### config.mk
export PLATFORM = sky130hd
export DESIGN_NAME = lv_efuse_load_ctrl
export DESIGN_NICKNAME = d
export VERILOG_FILES = /design/src/rtl/lv_efuse_load_ctrl.sv
export SDC_FILE = /design/constraint.sdc
export NUM_CORES = 1
export LEC_CHECK = 0
export BUFFER_PORTS_ARGS = -buffer_cell sky130_fd_sc_hd__buf_2
export CORE_MARGIN = 10
export CORE_UTILIZATION = 35
export CTS_BUF_LIST = sky130_fd_sc_hd__clkbuf_8
export DETAILED_ROUTE_END_ITERATION = 16
export PLACE_DENSITY_LB_ADDON = 0.15
export SLEW_MARGIN = 15
export SYNTH_ARGS = -nofsm -noshare
export SYNTH_HDL_FRONTEND = slang
export SYNTH_SLANG_ARGS = --single-unit
export TNS_END_PERCENT = 20
### constraint.sdc
create_clock -name i_clk -period 4.6 [get_ports i_clk]
set_clock_uncertainty 0.15 [all_clocks]
set_input_delay 0.46 -clock i_clk [delete_from_list [all_inputs] [get_ports i_clk]]
set_output_delay 0.46 -clock i_clk [all_outputs]
set_load 0.05 [all_outputs]
### src/rtl/lv_efuse_load_ctrl.sv
// Efuse load responder: reads every efuse word in turn, mirrors it into the LV register bank,
// and reports completion and integrity. Optional macro: LV_EFUSE_XOR_CHK_EN (XOR checksum word).
module lv_efuse_load_ctrl #(
    parameter int EFUSE_WORDS = 8,
    parameter int EFUSE_DW    = 8,
    parameter int EFUSE_AW    = $clog2(EFUSE_WORDS),
    parameter int RD_WAIT_CYC = 4
) (
    input  logic                i_clk,
    input  logic                i_rst_n,
    input  logic                i_efuse_load_req,
    output logic                o_efuse_load_done,
    output logic                o_efuse_busy,
    output logic                o_efuse_rd_en,
    output logic [EFUSE_AW-1:0] o_efuse_addr,
    input  logic [EFUSE_DW-1:0] i_efuse_rdata,
    output logic                o_reg_wr_en,
    output logic [EFUSE_AW-1:0] o_reg_wr_addr,
    output logic [EFUSE_DW-1:0] o_reg_wr_data,
    output logic                o_efuse_chk_ok
);

    localparam int                 CNT_W     = (RD_WAIT_CYC > 1) ? $clog2(RD_WAIT_CYC) : 1;
    localparam logic [EFUSE_AW-1:0] LAST_ADDR = EFUSE_AW'(EFUSE_WORDS - 1);
    localparam logic [CNT_W-1:0]    CNT_LAST  = CNT_W'(RD_WAIT_CYC - 1);

    typedef enum logic [2:0] {
        S_IDLE,
        S_RD,
        S_CAPT,
        S_GAP,
        S_DONE,
        S_HOLD
    } state_e;

    state_e              state_q, state_d;
    logic [EFUSE_AW-1:0] addr_q,  addr_d;
    logic [CNT_W-1:0]    cnt_q,   cnt_d;
    logic [EFUSE_DW-1:0] data_q,  data_d;
    logic                chk_ok_q, chk_ok_d;
`ifdef LV_EFUSE_XOR_CHK_EN
    logic [EFUSE_DW-1:0] acc_q,   acc_d;
`endif

    // Every output is a decode of registered state, so the request never reaches an output combinationally.
    assign o_efuse_rd_en     = (state_q == S_RD);
    assign o_reg_wr_en       = (state_q == S_CAPT);
    assign o_efuse_load_done = (state_q == S_DONE);
    assign o_efuse_busy      = (state_q != S_IDLE) && (state_q != S_HOLD);
    assign o_efuse_addr      = addr_q;
    assign o_reg_wr_addr     = addr_q;
    assign o_reg_wr_data     = data_q;
    assign o_efuse_chk_ok    = chk_ok_q;

    always_comb begin
        // NOTE: every next-state signal gets a default first so no path through the case infers a latch.
        state_d  = state_q;
        addr_d   = addr_q;
        cnt_d    = cnt_q;
        data_d   = data_q;
        chk_ok_d = chk_ok_q;
`ifdef LV_EFUSE_XOR_CHK_EN
        acc_d    = acc_q;
`endif

        unique case (state_q)
            S_IDLE: begin
                if (i_efuse_load_req) begin
                    state_d  = S_RD;
                    addr_d   = '0;
                    cnt_d    = '0;
                    chk_ok_d = 1'b0;
`ifdef LV_EFUSE_XOR_CHK_EN
                    acc_d    = '0;
`endif
                end
            end

            S_RD: begin
                if (!i_efuse_load_req) begin
                    state_d = S_IDLE;
                end else if (cnt_q == CNT_LAST) begin
                    // Macro data is settled after the full read wait; capture it for the write cycle.
                    state_d = S_CAPT;
                    data_d  = i_efuse_rdata;
                end else begin
                    cnt_d = cnt_q + 1'b1;
                end
            end

            S_CAPT: begin
                if (!i_efuse_load_req) begin
                    state_d = S_IDLE;
                end else if (addr_q == LAST_ADDR) begin
                    // Result must already be visible in the DONE cycle, so it is set on entry.
                    state_d  = S_DONE;
`ifdef LV_EFUSE_XOR_CHK_EN
                    chk_ok_d = (acc_q == data_q);
`else
                    chk_ok_d = 1'b1;
`endif
                end else begin
                    state_d = S_GAP;
`ifdef LV_EFUSE_XOR_CHK_EN
                    acc_d   = acc_q ^ data_q;
`endif
                end
            end

            S_GAP: begin
                if (!i_efuse_load_req) begin
                    state_d = S_IDLE;
                end else begin
                    state_d = S_RD;
                    addr_d  = addr_q + 1'b1;
                    cnt_d   = '0;
                end
            end

            S_DONE: begin
                state_d = S_HOLD;
            end

            S_HOLD: begin
                if (!i_efuse_load_req) begin
                    state_d = S_IDLE;
                end
            end

            default: begin
                state_d = S_IDLE;
            end
        endcase
    end

    // NOTE: the data register is reset too, because the write-data output it drives must read 0 out of reset.
    always_ff @(posedge i_clk or negedge i_rst_n) begin
        if (!i_rst_n) begin
            state_q  <= S_IDLE;
            addr_q   <= '0;
            cnt_q    <= '0;
            data_q   <= '0;
            chk_ok_q <= 1'b0;
`ifdef LV_EFUSE_XOR_CHK_EN
            acc_q    <= '0;
`endif
        end else begin
            // NOTE: non-blocking assignments so every register samples pre-edge values of the others.
            state_q  <= state_d;
            addr_q   <= addr_d;
            cnt_q    <= cnt_d;
            data_q   <= data_d;
            chk_ok_q <= chk_ok_d;
`ifdef LV_EFUSE_XOR_CHK_EN
            acc_q    <= acc_d;
`endif
        end
    end

endmodule

## Word-level counts from Yosys, hierarchy flattened

Cells that the tools add are included.

- Add/sub/neg operators: 2
- Equality and inequality tests: 17
- Mux-type cells: 19
- Reductions and logical operators: 12

Operator list:

| kind | number |
|---|---|
| $mux 3 | 8 |
| $pmux 3 s6 | 1 |
| $ne 2x2->1 const B | 6 |
| $eq 3x3->1 const B | 3 |
| $reduce_and 3->1 | 3 |
| $reduce_and 4->1 | 2 |
| $eq 3x2->1 const B | 2 |
| $mux 2 | 3 |
| $pmux 3 s2 | 1 |
| $reduce_bool 2->1 | 3 |
| $mux 1 | 4 |
| $ne 2x1->1 const B | 2 |
| $pmux 2 s2 | 1 |
| $add 3x1->3 const B | 1 |
| $eq 3x1->1 const B | 1 |
| $logic_not 3->1 | 1 |
| $ne 3x2->1 const B | 1 |
| $ne 3x3->1 const B | 1 |
| $reduce_bool 3->1 | 1 |
| $add 2x1->2 const B | 1 |
| $eq 2x2->1 const B | 1 |
| $pmux 1 s2 | 1 |
| $reduce_or 2->1 | 1 |
| $logic_and 1x1->1 | 1 |

- Bits in registers: 17
- Bits of input ports: 11

## Longest topological paths before layout

- Word-level depth: 4
- Depth in mapped cells: 5
- Gate-level depth less buffers: 5

## Least setup slack after synthesis

Ideal clock, no wire load.

- Path kind: register to output
- Start point: register state_q[0]
- End point: output port o_efuse_load_done
- Arrival time: 1.625 ns
- Slack: 2.365 ns
- Cell stages (with the launch flop): 3
- Path buffers: 1
- Cell sequence: dfrtp_1 -> buf_2 -> nor3_1

- Longest elaborated chain between the ends: 1

RTL lines:

| item | RTL line | text |
|---|---|---|
| start, declared | 36 | `state_e state_q, state_d;` |
| start signal, assigned | 149 | `state_q <= state_d;` |
| $eq 3x3->1 | 48 | `assign o_efuse_load_done = (state_q == S_DONE);` |
| end, declared | 12 | `output logic o_efuse_load_done,` |

No other way between the ends.

## Final worst setup path

- Start point: register state_q[0]
- End point: output port o_reg_wr_en

- Longest elaborated chain between the ends: 1

RTL lines:

| item | RTL line | text |
|---|---|---|
| $eq 3x2->1 | 47 | `assign o_reg_wr_en = (state_q == S_CAPT);` |
| end, declared | 17 | `output logic o_reg_wr_en,` |

No other way between the ends.

==> impl.org <==
** Drt
- Total Wirelength :: around 1900 um
- Summing over every cut layer, the via total after detailed routing is ~650.
- Drt first pass iters :: 4
- In the routed design, unresolved DRC markers number 0.
- After the first detailed-routing iteration, the DRC count stood at 17.
- Routed wirelength normalized by instance count :: approximately 14 um
- The detail route stage leaves a number of antenna-violating nets equal to 0.
- Using the TritonRoute via totals, the vias-per-cell ratio works out to ~4.8.

** STA
- RSZ-0062 raised after global routing :: no
- Final critical path time including I/O delays and setup :: 2.02 ns
- Highest attainable clock frequency :: ~500 MHz
- Period utilisation layout :: 43.9%
- Max transition margin :: between 70% and 80%
- Actual slew at the worst max-slew pin :: around 0.41 ns
- Final Hold Slack :: approximately 0.29 ns
- Setup violations remaining at the end of the flow were counted as 0.
- Total negative slack :: 0 ns
- The number of hold-slack violations in the final timing report came to 0.
- The number of slew-limit violations in the final report is 0.

** Global routing
- Number of antenna violations at the first check in global routing :: 0
- GRT Residual Overflow :: 0
- Entering global routing, the biggest net connects 18 pins.
- Total routing usage reported by global routing :: 7.56%
- Global-route wire length before repair :: 3100 um
- Via count of the first global-routing pass :: 681

** Die
- Die Span Y :: between 70 and 80 um
- Die boundary width :: approximately 70 um
- Floorplan row count :: 18
- For this configuration, the core starts out at a cell density of about 36%.
- I/O pins :: 30
- Area of the die :: ~5000 um2
- The total area inside the core boundary comes to between 2000 and 2500 um2.

** Synthesis
- For this run, the register share of the synthesized area comes to around half.
- Counting instances in the post-synthesis netlist gives the leading cell types as 17 x dfrtp_1, 8 x mux2_2, 5 x inv_1.
- Of all flip-flops after synthesis, the portion carrying an async set or reset was 100%.
- The most used flip-flop cell after synthesis is dfrtp_1.
- Number of synthesized flops with an enable pin :: 0
- The biggest area contributor in the post-synthesis netlist is dfrtp_1.
- A synthesized cell averages 11.6 um2.
- The mapped netlist covers ~900 um2.
- dfrtp_1 is the most common cell in the netlist.
- In the post-synthesis netlist, the biggest area contributors are dfrtp_1 48%, mux2_2 10%, ha_1 4.2%, a22o_1 3.0%, buf_4 2.5%.
- Unique masters post-synth :: 30
- The share of synthesized area in the top cell type comes to 48.2%.
- The number of nets handed over by synthesis was 90.
- Number of storage elements in the synthesis netlist :: 17
- For this run, the number of Yosys warnings is 0.
- Counting every instance in the synthesized netlist gives between 70 and 80.

** Clock network
- The number of clock buffers added by TritonCTS is 3.
- Count of H-tree levels built during CTS :: 1
- Resize count post-CTS :: 0
- Counting along the longest clock path gives a buffer depth of 2.
- The clock reaches the later pin of the worst-skew pair after ~0.25 ns.
- TritonCTS clock tree :: built
- After clock tree synthesis, the clock-pin slew on the worst setup and hold paths is around 0.07 ns.
- Master cell of the clock root buffer :: clkbuf_8
- The tree built by TritonCTS fans out to 17 sinks.

** Pwr
- Leakage power :: roughly 0.55 nW
- Overall power after layout :: ~520 uW
- PD cells :: roughly 480 nW/um2
- Max VDD drop :: just over 0.3 mV

** Final layout
- The finished cells cover between 1000 and 1500 um2.
- Of the cells placed in the final design, the portion with a size suffix greater than 1 is between 40% and 50%.
- Number of antenna cells inserted :: 0
- Relative to the synthesized area, the layout overhead comes to 22.1%.
- Final layout net count :: ~120
- Count of fill cells added during filler insertion :: 241
- For this run, the share of the core covered by cells in the final layout is ~44%.

** Placement
- Summed over all nets, the half-perimeter wirelength after detailed placement is around 1400 um.
- Number of buffers inserted by port buffering :: 29
- Gpl congestion :: 0.702
- Post-placement cell area :: slightly above 1000 um2

** Worst setup path
- Critical path peak fanout :: 14
- STA puts the critical path data arrival time at around 1.4 ns.
- STA classifies the critical path startpoint as a register.
- Required time reported for the critical path endpoint :: approximately 4 ns
- Critical Path Sink Type :: output port
- Critical path start-end classification :: reg -> out

** Job
- Max-cap violations in this run came to 0.

** Status
- Run status :: finished clean

** Worst hold path
- The min-delay analysis places its worst path in the category in -> reg.
[through the flow]
step	setup slack (ns)	instances
6_report	2.58	134
5_1_grt	2.45	134
4_1_cts	2.56	134
3_5_place_dp	2.84	129
3_3_place_gp	2.86	129
2_1_floorplan	2.37	76
[cells by family after synthesis]
logic type	count (synthesis)	synth area share, %
mux	9	11.3
compound gates	15	12.7
flops	17	48.2
buf+inv	11	7.08
fa+ha+maj	3	4.25
simple gates	20	15.4
xor+xnor	1	0.992
[final cells by class]
cell class / instances / area [um2] / area share (%)
Sequential cell: 17 / 425 / 39.4
Multi-Input combinational cell: 48 / 395 / 36.7
Timing Repair Buffer: 30 / 155 / 14.4
Clock buffer: 3 / 41.3 / 3.83
Tap cell: 30 / 37.5 / 3.48
Inverter: 5 / 18.8 / 1.74
Clock inverter: 1 / 5.00 / 0.464
[layout by cell type, fill, tap and decap left out, types with 2 or more instances in the layout]
cell	n
nand2_1	4
nor2_1	3
o2bb2ai_1	2
ha_1	3
dfrtp_1	17
a21oi_1	2
nand2b_1	3
clkbuf_8	3
mux2_2	8
nor2b_1	2
o22ai_1	2
a22o_1	3
inv_1	5
nor3_1	2
buf_2	29
[power by group]
| group | switching [mW] | internal (mW) | leakage, nW | total (mW) |
|---|---|---|---|---|
| clock | 0.0499 | 0.0600 | 0.0255 | 0.110 |
| sequential | 0.0200 | 0.183 | 0.223 | 0.203 |
| combinational | 0.148 | 0.0560 | 0.300 | 0.204 |
| total | 0.218 | 0.299 | 0.549 | 0.516 |
[path summary, 6_finish.rpt]
path	startpoint	end	slack, ns	cells after the start
worst max-delay path	state_q[0]	o_reg_wr_en	2.58	3
worst min-delay path	i_efuse_rdata[2]	o_reg_wr_data[2]	0.29	2
worst max register to register	cnt_q[0]	o_reg_wr_data[1]	2.93	4
worst min register to register	o_reg_wr_data[6]	o_reg_wr_data[6]	0.35	1
max in group asynchronous	i_rst_n	o_efuse_addr[2]	3.50	2
min in group asynchronous	i_rst_n	state_q[2]	0.51	2
[metal layers]
| layer | track usage, % | wire [um] | up-vias |
|---|---|---|---|
| met1 | 9.08 | 912 | 301 |
| met3 | 3.95 | 182 | 2 |
| met5 | 0 | 0 | - |
| met4 | 3.29 | 10 | 0 |
| li1 | - | - | 319 |
| met2 | 10.9 | 767 | 25 |
[critical path, cell delays in order (launching register included)]
cell	delay, ns
dfrtp_1	0.53
nand2b_1	0.26
nor2_1	0.10
buf_2	0.26
[sequential cells by signal (all words and copies together) (netlist names)]
register,flops
state_q,3
cnt_q,2
o_efuse_addr,3
o_efuse_chk_ok,1
o_reg_wr_data,8
[what timing repair did]
action / 4_1_cts / 5_1_grt
endpoints found under the hold margin: 17 / 0
endpoints found under the setup margin: 0 / 0
buffers inserted: 0 / 0
hold buffers: 1 / 0
Power figures use the tool's default switching activity.
